### src/rtl/pixel_flush_ctrl.sv
// Plot-cache flush sequencer: walks the bitplanes and drives the RAM port and bitplane datapath.
// Optional build macro PIXCACHE_FULL_SKIP_EN skips the plane read when all 8 pixels are written.
module pixel_flush_ctrl #(
  parameter int ADDR_W  = 17,
  parameter int PLANE_W = 3
) (
  input  logic              clk_i,
  input  logic              reset_i,
  input  logic              flush_req_i,
  input  logic [1:0]        bpp_mode_i,
  input  logic [7:0]        pix_valid_i,
  input  logic [ADDR_W-1:0] base_addr_i,
  input  logic              ram_ack_i,
  output logic              ram_req_o,
  output logic              ram_we_o,
  output logic [ADDR_W-1:0] ram_addr_o,
  output logic [PLANE_W-1:0] plane_sel_o,
  output logic              ldram_n_o,
  output logic              dump_o,
  output logic              busy_o,
  output logic              done_o,
  output logic              clear_valid_o
);

  // state   | meaning
  // IDLE    | waiting for flush_req
  // START   | decide between empty-mask exit, read pass or full-mask skip
  // READ    | RAM read of current plane, waiting for ack
  // LOAD    | datapath captures RAM read data (ldram_n low)
  // MERGE   | datapath merges draw colour into valid pixels (dump high)
  // WRITE   | RAM write of current plane, waiting for ack
  // NEXT    | advance plane or finish
  // DONE    | done / clear_valid pulse
  typedef enum logic [2:0] {
    S_IDLE,
    S_START,
    S_READ,
    S_LOAD,
    S_MERGE,
    S_WRITE,
    S_NEXT,
    S_DONE
  } state_t;

  state_t               state_q;
  logic [1:0]           bpp_q;
  logic [7:0]           mask_q;
  logic [ADDR_W-1:0]    base_q;
  logic [PLANE_W-1:0]   plane_q;
  logic                 ram_req_q;
  logic                 ram_we_q;
  logic [ADDR_W-1:0]    ram_addr_q;
  logic                 ldram_n_q;
  logic                 dump_q;
  logic                 busy_q;
  logic                 done_q;
  logic                 clear_valid_q;

  logic [PLANE_W-1:0]   plane_d;
  logic [ADDR_W-1:0]    base_d;
  logic [ADDR_W-1:0]    plane_ext;
  logic [ADDR_W-1:0]    addr_d;
  logic [PLANE_W-1:0]   last_plane;
  logic                 full_skip;

`ifdef PIXCACHE_FULL_SKIP_EN
  assign full_skip = (mask_q == 8'hFF);
`else
  assign full_skip = 1'b0;
`endif

  always_comb begin
    case (bpp_q)
      2'd0:    last_plane = PLANE_W'(1);
      2'd1:    last_plane = PLANE_W'(3);
      default: last_plane = PLANE_W'(7);
    endcase
  end

  // Planar tile layout: plane pairs are 16 bytes apart, odd planes sit one byte after even ones.
  always_comb begin
    plane_d = plane_q;
    base_d  = base_q;
    if (state_q == S_IDLE) begin
      plane_d = '0;
      base_d  = base_addr_i;
    end else if (state_q == S_NEXT) begin
      plane_d = plane_q + 1'b1;
    end
    plane_ext = ADDR_W'(plane_d);
    addr_d    = base_d + ((plane_ext >> 1) << 4) + ADDR_W'(plane_d[0]);
  end

  always_ff @(posedge clk_i or posedge reset_i) begin
    if (reset_i) begin
      state_q       <= S_IDLE;
      bpp_q         <= '0;
      mask_q        <= '0;
      base_q        <= '0;
      plane_q       <= '0;
      ram_req_q     <= 1'b0;
      ram_we_q      <= 1'b0;
      ram_addr_q    <= '0;
      ldram_n_q     <= 1'b1;
      dump_q        <= 1'b0;
      busy_q        <= 1'b0;
      done_q        <= 1'b0;
      clear_valid_q <= 1'b0;
    end else begin
      ldram_n_q     <= 1'b1;
      dump_q        <= 1'b0;
      done_q        <= 1'b0;
      clear_valid_q <= 1'b0;
      case (state_q)
        S_IDLE: begin
          if (flush_req_i) begin
            bpp_q      <= bpp_mode_i;
            mask_q     <= pix_valid_i;
            base_q     <= base_addr_i;
            plane_q    <= '0;
            ram_addr_q <= addr_d;
            busy_q     <= 1'b1;
            state_q    <= S_START;
          end
        end
        S_START: begin
          if (mask_q == 8'h00) begin
            done_q        <= 1'b1;
            clear_valid_q <= 1'b1;
            state_q       <= S_DONE;
          end else if (full_skip) begin
            dump_q  <= 1'b1;
            state_q <= S_MERGE;
          end else begin
            ram_req_q <= 1'b1;
            ram_we_q  <= 1'b0;
            state_q   <= S_READ;
          end
        end
        S_READ: begin
          if (ram_ack_i) begin
            ram_req_q <= 1'b0;
            ldram_n_q <= 1'b0;
            state_q   <= S_LOAD;
          end
        end
        S_LOAD: begin
          dump_q  <= 1'b1;
          state_q <= S_MERGE;
        end
        S_MERGE: begin
          ram_req_q <= 1'b1;
          ram_we_q  <= 1'b1;
          state_q   <= S_WRITE;
        end
        S_WRITE: begin
          if (ram_ack_i) begin
            ram_req_q <= 1'b0;
            ram_we_q  <= 1'b0;
            state_q   <= S_NEXT;
          end
        end
        S_NEXT: begin
          if (plane_q == last_plane) begin
            done_q        <= 1'b1;
            clear_valid_q <= 1'b1;
            state_q       <= S_DONE;
          end else begin
            plane_q    <= plane_d;
            ram_addr_q <= addr_d;
            if (full_skip) begin
              dump_q  <= 1'b1;
              state_q <= S_MERGE;
            end else begin
              ram_req_q <= 1'b1;
              ram_we_q  <= 1'b0;
              state_q   <= S_READ;
            end
          end
        end
        S_DONE: begin
          busy_q  <= 1'b0;
          plane_q <= '0;
          state_q <= S_IDLE;
        end
        default: begin
          state_q <= S_IDLE;
        end
      endcase
    end
  end

  assign ram_req_o     = ram_req_q;
  assign ram_we_o      = ram_we_q;
  assign ram_addr_o    = ram_addr_q;
  assign plane_sel_o   = plane_q;
  assign ldram_n_o     = ldram_n_q;
  assign dump_o        = dump_q;
  assign busy_o        = busy_q;
  assign done_o        = done_q;
  assign clear_valid_o = clear_valid_q;

endmodule

### config.mk
export PLATFORM = sky130hd
export DESIGN_NAME = pixel_flush_ctrl
export DESIGN_NICKNAME = d
export VERILOG_FILES = /design/src/rtl/pixel_flush_ctrl.sv
export SDC_FILE = /design/constraint.sdc
export NUM_CORES = 1
export LEC_CHECK = 0
export ABC_AREA = 0
export CORE_MARGIN = 2
export CORE_UTILIZATION = 57
export DETAILED_ROUTE_END_ITERATION = 8
export DONT_BUFFER_PORTS = 1
export HOLD_SLACK_MARGIN = 0.06
export PLACE_DENSITY = 0.74
export SLEW_MARGIN = 15
export SYNTH_ARGS = -nofsm -noshare
export SYNTH_HDL_FRONTEND = slang
export SYNTH_SLANG_ARGS = --single-unit
### constraint.sdc
create_clock -name clk_i -period 2.9 [get_ports clk_i]
set_input_delay 0.58 -clock clk_i [delete_from_list [all_inputs] [get_ports clk_i]]
set_output_delay 0.58 -clock clk_i [all_outputs]
set_load 0.02 [all_outputs]
==> summary.txt, run 1 <==
Floorplan
  • Starting density of the core: 59.2%
  • Die area: between 0.005 and 0.006 mm^2
  • I/O pins: 58
  • Core Area: between 0.005 and 0.006 mm^2
  • Die width: between 70 and 80 um
  • # rows: 26
  • Chip height: between 70 and 80 um

Cells and area
  • Fin util: 63.7%
  • Leading cell type in the layout, fill and taps excluded: dfrtp_1
  • Area added between synthesis and finish: 7.60%
  • Nets: 334
  • Commonest cells after routing, fill and taps aside: 53 x dfrtp_1, 42 x nand2_1, 29 x mux2_2
  • Finished Cell Area: 0.00328 mm^2
  • # diodes: 0
  • Seq. cell area: between 0.001 and 0.0015 mm^2
  • Non-filler cells, final: approximately 370
  • Layout cells sized above 1: between 20% and 30%
  • Layout filler cell count: 456
  • Area of the multi-input gates: ~0.0016 mm^2

Route
  • Wirelength per Cell: 17.2 um
  • Initial drt markers: ~220
  • First-pass DRT Iterations: 4
  • DRT Wirelength: 6360 um
  • # DRC: 0
  • Routed vias/inst: 6.06
  • Via count: 2237
  • Post-route ant nets: 0

Timing
  • FMAX: around 0.36 GHz
  • Tmin final: between 2 and 3 ns
  • Clock skew: between 0.004 and 0.005 ns
  • Final Hold Fails: 0
  • Hold_ws: between 0.2 and 0.3 ns
  • Setup_tns: 0 ns
  • Worst setup margin: 0.147 ns
  • Max Slew Vio Count: 0
  • Slew margin rel.: 39.9%
  • Least-Margin Pin Slew: approximately 0.9 ns
  • Tcrit/Tclk final: between 90% and 100%
  • Final setup fails: 0

Yosys
  • Async S/R FF share, synth: 100%
  • Seq cells post-synth: 56
  • Largest family of logic cells by synthesized area: multiplexers
  • Post-synthesis compound-gate area fraction: between 10% and 20%
  • Yosys top cell by area: dfrtp_1
  • Number of synthesized flops with an enable pin: 0
  • Mapped Nets: 329
  • Simple-Gate Fraction of Synth Area: approximately 15%
  • Top cell type's share of synthesized area: 45.2%
  • Yosys warnings: 0
  • Synth Area in Adders: 2.06%
  • Syn avg cell area: 10.4 um^2
  • Post-synthesis xor/xnor area fraction: between 3 and 4%
  • Synth Flop Type: dfrtp_1
  • Register area share after synthesis: between 40% and 50%
  • Cell variety after synth: 48
  • Post-Syn Instances: between 200 and 300
  • Post-Synthesis Cell Area: roughly 0.003 mm^2
  • Mux share of post-synthesis cell area: between 10% and 20%
  • Top cells by area, synth: dfrtp_1 45%, mux2_2 11%, mux2i_1 5.9%, nand2_1 5.2%, ha_1 2.1%

Placed design
  • Worst slack at placement: approximately 0.11 ns
  • Hpwl dp: 4760 um
  • Dpl cell area: 0.00315 mm^2
  • RePlAce Congestion: between 0.8 and 0.9
  • PortBufs: 0
  • Placed Cells: approximately 360

CTS
  • CTS tree: yes
  • CTS Buf Count: 5
  • Bufs on Longest Clock Path: 2
  • Num Clock Sinks: 56
  • # hold bufs at CTS: 0
  • Htree depth: 2
  • Clock root cell: clkbuf_8
  • Worst-Skew Late Latency: 0.32 ns
  • Clock transition at path regs: about 0.1 ns

Power
  • Switching Share: around 43%
  • Peak supply drop: roughly 0.53 mV
  • Combinational share of power: 43.5%
  • Sw power: 1.62 mW
  • Power density over the cells: ~1200 mW/mm^2
  • Cell-internal power: around 2.2 mW
  • Tot Pwr: roughly 3.8 mW
  • Clock power frac: 13.5%
  • Leakage power: approximately 1.5 nW
  • Seq pwr share: between 40% and 50%

Critical path
  • Worst Path Arrival: approximately 3 ns
  • Worst path bufs/invs: 2
  • Slowest stage delay, CP: about 0.47 ns
  • Setup crit start kind: flip-flop
  • CP Capture Type: flip-flop
  • Setup crit end: ram_addr_o[12]
  • Levels on crit path: 11
  • R2R Setup Slk: 0.15 ns
  • Worst-path maximum fanout: 9
  • Reg-to-reg startpoint: state_q[1]
  • Top Family by Delay on Critical Path: compound AO/OA/AOI/OAI gates
  • R2R depth: 11
  • WS Path Type: flip-flop to flip-flop
  • WP data required: between 3 and 4 ns
  • Reg-to-Reg End: ram_addr_o[12]
  • Crit-path cells: buf_4 -> or3_4 -> nand2_1 -> nand2_1 -> ha_1 -> nand4_1 -> mux2i_2 -> buf_4 -> o211ai_2 -> o31a_1 -> o31ai_1
  • Worst Setup SP: state_q[1]
  • Slowest cell on the critical path: dfrtp_2

Outcome
  • Status: completed

Run
  • Max Cap Violations: 0

GRT
  • Largest net degree at the start of global routing: 37
  • Global route total overflow: 0
  • First-pass GRT wire length: ~11000 um
  • Initial antenna violation count: 0
  • Vias in the first global route: between 2000 and 2500
  • Total GRT Usage: 22.8%

Hold path
  • Worst hold path type: primary input to asynchronous set/reset pin
-- final cells by class --
type	count	area share [%]
Timing Repair Buffer	13	2.98
Clock inverter	3	1.30
Multi-Input combinational cell	217	47.5
Sequential cell	56	42.9
Clock buffer	5	2.10
Inverter	5	0.573
Tap cell	70	2.67
-- metal layers --
layer  GRT usage, %  wire length, um
met5              0                0
met4           6.61              125
met3           7.76              436
met2           35.6             3010
met1           30.5             2780
-- cells by family after synthesis --
family	Yosys count
simple gates	98
flops	56
xor+xnor	12
buf+inv	20
compound gates	55
mux	47
fa+ha+maj	5
-- state kept, by name, summed over array words and instances (netlist names) --
| name | cells |
|---|---|
| base_q | 17 |
| bpp_q | 2 |
| busy_o | 1 |
| clear_valid_o | 1 |
| dump_o | 1 |
| ldram_n_o | 1 |
| mask_q | 8 |
| plane_sel_o | 3 |
| ram_addr_o | 17 |
| ram_req_o | 1 |
| ram_we_o | 1 |
| state_q | 3 |
-- cell usage after synthesis, drive strengths merged, types with 2 or more instances --
library cell / count
dfrtp: 55
nand2: 42
mux2: 29
mux2i: 18
nor2: 16
o21ai: 12
buf: 11
nor3: 8
xor2: 7
a21oi: 6
a31oi: 6
nand3: 6
ha: 5
inv: 5
nand4: 5
o31ai: 5
xnor2: 5
a211oi: 4
clkbuf: 4
nor4: 4
a21o: 3
and2: 3
and3: 3
o21a: 3
o31a: 3
or2: 3
a22oi: 2
and4: 2
nand3b: 2
o211ai: 2
-- how the worst min path moves through the flow --
stage | start | to | slack, ns
detailed placement | base_q[16] | base_q[16] | 0.49
CTS | reset_i | plane_sel_o[2] | 0.28
global placement | base_q[16] | base_q[16] | 0.49
floorplan | base_q[16] | base_q[16] | 0.48
finish | reset_i | mask_q[6] | 0.26
global route | reset_i | base_q[16] | 0.32
-- power groups by stage --
stage | combinational [mW] | sequential, mW | clock [mW]
6_report | 1.66 | 1.64 | 0.516
5_1_grt | 1.86 | 1.70 | 0.554
3_5_place_dp | 1.64 | 1.64 | 0
2_1_floorplan | 1.37 | 1.55 | 0
4_1_cts | 1.65 | 1.63 | 0.521
3_3_place_gp | 1.59 | 1.63 | 0
-- repair_timing --
action,CTS,global route
setup endpoints to repair,0,7
gates resized for setup,0,5
buffers inserted,0,0
Power figures use the tool's default switching activity.
==> run 2: changes to the inputs <==
--- a/config.mk
+++ b/config.mk
@@ -7,11 +7,11 @@
 export LEC_CHECK = 0
 export ABC_AREA = 0
 export CORE_MARGIN = 2
-export CORE_UTILIZATION = 57
+export CORE_UTILIZATION = 47
 export DETAILED_ROUTE_END_ITERATION = 8
 export DONT_BUFFER_PORTS = 1
 export HOLD_SLACK_MARGIN = 0.06
-export PLACE_DENSITY = 0.74
+export PLACE_DENSITY = 0.63
 export SLEW_MARGIN = 15
 export SYNTH_ARGS = -nofsm -noshare
 export SYNTH_HDL_FRONTEND = slang
==> run 2 against run 1 <==
  * Sequential share of layout area down 1.0 points
  * Wire length up 1.6%
  * Worst setup slack better by 0.062 ns
  * First-iteration DRC count down 57%
==> summary.txt, run 2 (same netlist as run 1, synthesis figures left out) <==
Outcome
  • Status: completed

Cells and area
  • # diodes: 0
  • Area added between synthesis and finish: 10.2%
  • Seq. cell area: 0.00141 mm^2
  • Area of the multi-input gates: between 0.0015 and 0.002 mm^2
  • Fin util: 53.2%
  • Commonest cells after routing, fill and taps aside: 53 x dfrtp_1, 42 x nand2_1, 29 x mux2_2
  • Leading cell type in the layout, fill and taps excluded: dfrtp_1
  • Layout filler cell count: 582
  • Nets: roughly 340
  • Layout cells sized above 1: a little under a quarter

CTS
  • Num Clock Sinks: 56
  • Clock transition at path regs: around 0.1 ns
  • Worst-Skew Late Latency: 0.31 ns
  • Bufs on Longest Clock Path: 2
  • CTS Buf Count: 5
  • CTS tree: yes
  • Htree depth: 2
  • # hold bufs at CTS: 0
  • Clock root cell: clkbuf_8

Power
  • Power density over the cells: 1190 mW/mm^2
  • Peak supply drop: around 0.55 mV
  • Leakage power: about 1.5 nW
  • Tot Pwr: 3.98 mW

Placed design
  • PortBufs: 0
  • Hpwl dp: roughly 4800 um
  • RePlAce Congestion: 0.859
  • Worst slack at placement: around 0.19 ns

Timing
  • Final Hold Fails: 0
  • Setup_tns: 0 ns
  • Max Slew Vio Count: 0
  • Least-Margin Pin Slew: approximately 0.82 ns
  • FMAX: 0.372 GHz
  • Hold_ws: around 0.15 ns
  • Clock skew: 0.00691 ns
  • Tmin final: around 2.7 ns
  • Worst setup margin: approximately 0.21 ns
  • Final setup fails: 0
  • Tcrit/Tclk final: between 90% and 100%
  • Slew margin rel.: between 40 and 50%

Route
  • Wirelength per Cell: roughly 17 um
  • DRT Wirelength: between 6000 and 7000 um
  • # DRC: 0
  • Initial drt markers: 95
  • First-pass DRT Iterations: 4
  • Via count: around 2200
  • Post-route ant nets: 0
  • Routed vias/inst: 5.72

Critical path
  • Worst Path Arrival: 2.92 ns
  • Worst-path maximum fanout: 9
  • CP dominant cell by count: nand2_1
  • Crit-path cells: or3_4 -> nand2_1 -> nand2_1 -> ha_1 -> nand4_1 -> mux2i_2 -> buf_4 -> o211ai_2 -> o31a_1 -> o31ai_1
  • Slowest cell on the critical path: dfrtp_2
  • Slowest stage delay, CP: 0.48 ns
  • WS Path Type: flip-flop to flip-flop
  • Setup crit start kind: flip-flop
  • CP Capture Type: flip-flop
  • WP data required: approximately 3.1 ns

GRT
  • Total GRT Usage: between 15 and 20%
  • Largest net degree at the start of global routing: 31
  • Grt peak-use layer: met2
  • Initial antenna violation count: 0
  • Met1 Resource Use GR: between 20% and 30%
  • GRT met3 Usage: about 6.3%
  • Global route total overflow: 0
  • Vias in the first global route: 2175
  • Met2 usage: between 20% and 30%
  • First-pass GRT wire length: between 10000 and 15000 um

Floorplan
  • # rows: 29
  • Die width: 84.5 um
  • Chip height: around 84 um
  • Starting density of the core: roughly 48%
  • I/O pins: 58
  • Die area: about 0.0071 mm^2
  • Core Area: 0.00631 mm^2

Run
  • Max Cap Violations: 0

Hold path
  • Worst hold path type: primary input to asynchronous set/reset pin
[run 2: through the flow]
stage / cells / instance area, um^2
CTS: 376 / 3290
detailed placement: 368 / 3150
global placement: 368 / 3150
floorplan: 293 / 3050
finish: 384 / 3360
global route: 384 / 3360
[run 2: routing by layer]
| metal | routed length, um | part of all wire (%) |
|---|---|---|
| met5 | 0 | 0 |
| met4 | 64 | 0.99 |
| met3 | 394 | 6.1 |
| met2 | 3040 | 47 |
| met1 | 2960 | 46 |
[run 2: final timing paths]
| check | startpoint | endpoint | slack, ns | cells after the start |
|---|---|---|---|---|
| max in group asynchronous | reset_i | ldram_n_o | 2.02 | 2 |
| max reg2reg | state_q[2] | ram_addr_o[12] | 0.21 | 10 |
| min | reset_i | mask_q[3] | 0.15 | 1 |
| min in group clk_i | ram_ack_i | ldram_n_o | 0.36 | 1 |
| max | state_q[2] | ram_addr_o[12] | 0.21 | 10 |
| min reg2reg | mask_q[0] | mask_q[0] | 0.52 | 1 |
[run 2: final cells by class]
| type | count | area share, % |
|---|---|---|
| multi-input combinational | 217 | 46.0 |
| sequential | 56 | 41.9 |
| timing repair buffer | 21 | 4.70 |
| tap | 77 | 2.87 |
| clock buffer | 6 | 2.16 |
| clock inverter | 2 | 1.79 |
| inverter | 5 | 0.559 |
[run 2: report_power, final]
| part | switching, mW | internal (mW) |
|---|---|---|
| Combinational | 0.901 | 0.843 |
| Sequential | 0.483 | 1.15 |
| Clock | 0.257 | 0.345 |
[run 2: timing repair]
action,4_1_cts,5_1_grt
endpoints found under the setup margin,0,4
hold endpoints to repair,0,0
gates resized for setup,0,3
setup buffers,0,8
[run 2: worst max-delay path: cells and delay by family (launching register included)]
kind	cells	cell delay, ns
adder cells (fa/ha/maj)	1	0.37
AND/OR/NAND/NOR	4	0.74
AO/OA/AOI/OAI	3	0.63
multiplexers	1	0.20
buffers and inverters	1	0.17
flip-flops	1	0.48
==> run 3: changes to the inputs <==
--- a/config.mk
+++ b/config.mk
@@ -6,13 +6,14 @@
 export NUM_CORES = 1
 export LEC_CHECK = 0
 export ABC_AREA = 0
+export CAP_MARGIN = 0
+export CORE_ASPECT_RATIO = 0.5
 export CORE_MARGIN = 2
 export CORE_UTILIZATION = 47
 export DETAILED_ROUTE_END_ITERATION = 8
 export DONT_BUFFER_PORTS = 1
 export HOLD_SLACK_MARGIN = 0.06
 export PLACE_DENSITY = 0.63
-export SLEW_MARGIN = 15
 export SYNTH_ARGS = -nofsm -noshare
 export SYNTH_HDL_FRONTEND = slang
 export SYNTH_SLANG_ARGS = --single-unit
==> run 3 against run 2 <==
  * Die area is 0.55% higher
  * Sequential power hardly changed
  * Wire length down 0.68%
  * Worst setup slack lost 0.0010 ns
  * Sequential cell count did not move
  * Largest cell class unchanged
  * Largest power group unchanged
==> summary.txt, run 3 (same netlist as run 1, synthesis figures left out) <==
Cells and area
  • # diodes: 0
  • Commonest cells after routing, fill and taps aside: 55 x dfrtp_1, 42 x nand2_1, 29 x mux2_2
  • Non-filler cells, final: between 300 and 400
  • Area added between synthesis and finish: 9.41%
  • Layout cells sized above 1: a little over a fifth
  • Finished Cell Area: 0.00333 mm^2
  • Nets: around 340
  • Fin util: approximately 54%
  • Leading cell type in the layout, fill and taps excluded: dfrtp_1
  • Layout filler cell count: approximately 550

Placed design
  • Placed Cells: between 300 and 400
  • Worst slack at placement: between 0.15 and 0.2 ns
  • RePlAce Congestion: 0.824
  • Dpl cell area: around 0.0032 mm^2
  • PortBufs: 0
  • Hpwl dp: between 4000 and 5000 um

Timing
  • Final Hold Fails: 0
  • Slew margin rel.: between 50% and 60%
  • RSZ-0062 raised after global routing: false
  • Clock skew: 0.00540 ns
  • Hold_ws: around 0.35 ns
  • FMAX: approximately 0.37 GHz
  • Least-Margin Pin Slew: just over 0.7 ns
  • Tmin final: about 2.7 ns
  • Max Slew Vio Count: 0
  • Final setup fails: 0
  • Setup_tns: 0 ns
  • Worst setup margin: roughly 0.21 ns
  • Tcrit/Tclk final: 92.8%

Route
  • Wirelength per Cell: 16.5 um
  • Routed vias/inst: 5.68
  • # DRC: 0
  • Initial drt markers: just over 90
  • Post-route ant nets: 0
  • First-pass DRT Iterations: 4
  • DRT Wirelength: about 6400 um
  • Via count: around 2200

Floorplan
  • # rows: 20
  • I/O pins: slightly below 60
  • Chip height: 60.9 um
  • Die width: about 120 um
  • Die area: between 0.007 and 0.008 mm^2
  • Starting density of the core: about 49%
  • Core Area: 0.00616 mm^2

Power
  • Tot Pwr: between 3 and 4 mW
  • Leakage power: 1.48 nW
  • Peak supply drop: 0.422 mV
  • Power density over the cells: 1170 mW/mm^2

Critical path
  • WP data required: 3.10 ns
  • Setup crit start kind: flip-flop
  • CP Capture Type: flip-flop
  • Worst Path Arrival: between 2 and 3 ns
  • Slowest cell on the critical path: dfrtp_1
  • Slowest stage delay, CP: about 0.5 ns
  • WS Path Type: flip-flop to flip-flop
  • Crit-path cells: nand2_1 -> nor2_1 -> nand2_1 -> xor2_1 -> nor2_1 -> ha_1 -> nand4_1 -> mux2i_2 -> buf_4 -> o211ai_2 -> o31a_1 -> o31ai_1
  • Worst-path maximum fanout: 8

GRT
  • Vias in the first global route: approximately 2200
  • Largest net degree at the start of global routing: between 50 and 60
  • Global route total overflow: 0
  • First-pass GRT wire length: around 10000 um
  • Initial antenna violation count: 0
  • Total GRT Usage: between 10% and 20%

Run
  • Max Cap Violations: 0

CTS
  • CTS Buf Count: 5
  • Num Clock Sinks: 56
  • Clock root cell: clkbuf_16
  • Post-CTS Setup Inserts: 0
  • Clock transition at path regs: ~0.070 ns
  • Htree depth: 2
  • CTS tree: yes
  • Worst-Skew Late Latency: 0.30 ns
  • Post-CTS sizing: 0
  • Bufs on Longest Clock Path: 2
  • # hold bufs at CTS: 0

Hold path
  • Worst hold path type: primary input to asynchronous set/reset pin

Outcome
  • Status: completed
-- run 3: cell types whose count changed in the layout (fill, tap and decap cells not counted) --
cell and change:
nor4b_1 -1, buf_4 -7, clkbuf_16 +5, clkbuf_1 -1, clkbuf_8 -4, clkinv_2 +2
dfrtp_1 +2, dfrtp_2 -2, bufinv_16 -2, nor3_2 +1, nor3_4 -1, nor4b_2 +1
-- run 3: area by class of cell --
cell class,instances,area [um^2],share of cell area (%)
Clock buffer,6,139,4.17
Clock inverter,2,10.0,0.301
Inverter,5,18.8,0.563
Multi-Input combinational cell,217,1550,46.4
Sequential cell,56,1400,42.1
Tap cell,88,110,3.31
Timing Repair Buffer,14,105,3.16
-- run 3: critical path: cells and delay by family (launching register included) --
kind	cells	cell delay, ns
adders and majority gates	1	0.37
muxes	1	0.18
xor gates and xnor gates	1	0.14
and+or+nand+nor	5	0.61
buffers and inverters	1	0.16
AOI/OAI and AO/OA	3	0.64
DFF	1	0.51
-- run 3: where the power goes --
group          total [mW]  internal, mW  switching (mW)  leakage, nW
Clock               0.616         0.341           0.275       0.0766
Sequential           1.63          1.15           0.474        0.678
Combinational        1.67         0.789           0.879        0.727
Total                3.91          2.28            1.63         1.48
-- run 3: metal layers --
layer	part of all wire (%)	track usage (%)	up-vias
li1	-	-	1076
met1	46	22.7	1061
met2	47	32.4	56
met3	6.5	6.67	9
met4	0.92	5.34	0
met5	0	0	-
-- run 3: path summary, 6_finish.rpt --
| kind | start | endpoint | slack [ns] | depth (start not counted) |
|---|---|---|---|---|
| setup / recovery | state_q[2] | ram_addr_o[12] | 0.21 | 12 |
| hold / removal | reset_i | mask_q[7] | 0.35 | 2 |
| setup reg to reg | state_q[2] | ram_addr_o[12] | 0.21 | 12 |
| hold reg to reg | mask_q[6] | mask_q[6] | 0.51 | 1 |
| max in group asynchronous | reset_i | ram_addr_o[12] | 2.07 | 2 |
| min in group clk_i | ram_ack_i | ldram_n_o | 0.38 | 1 |
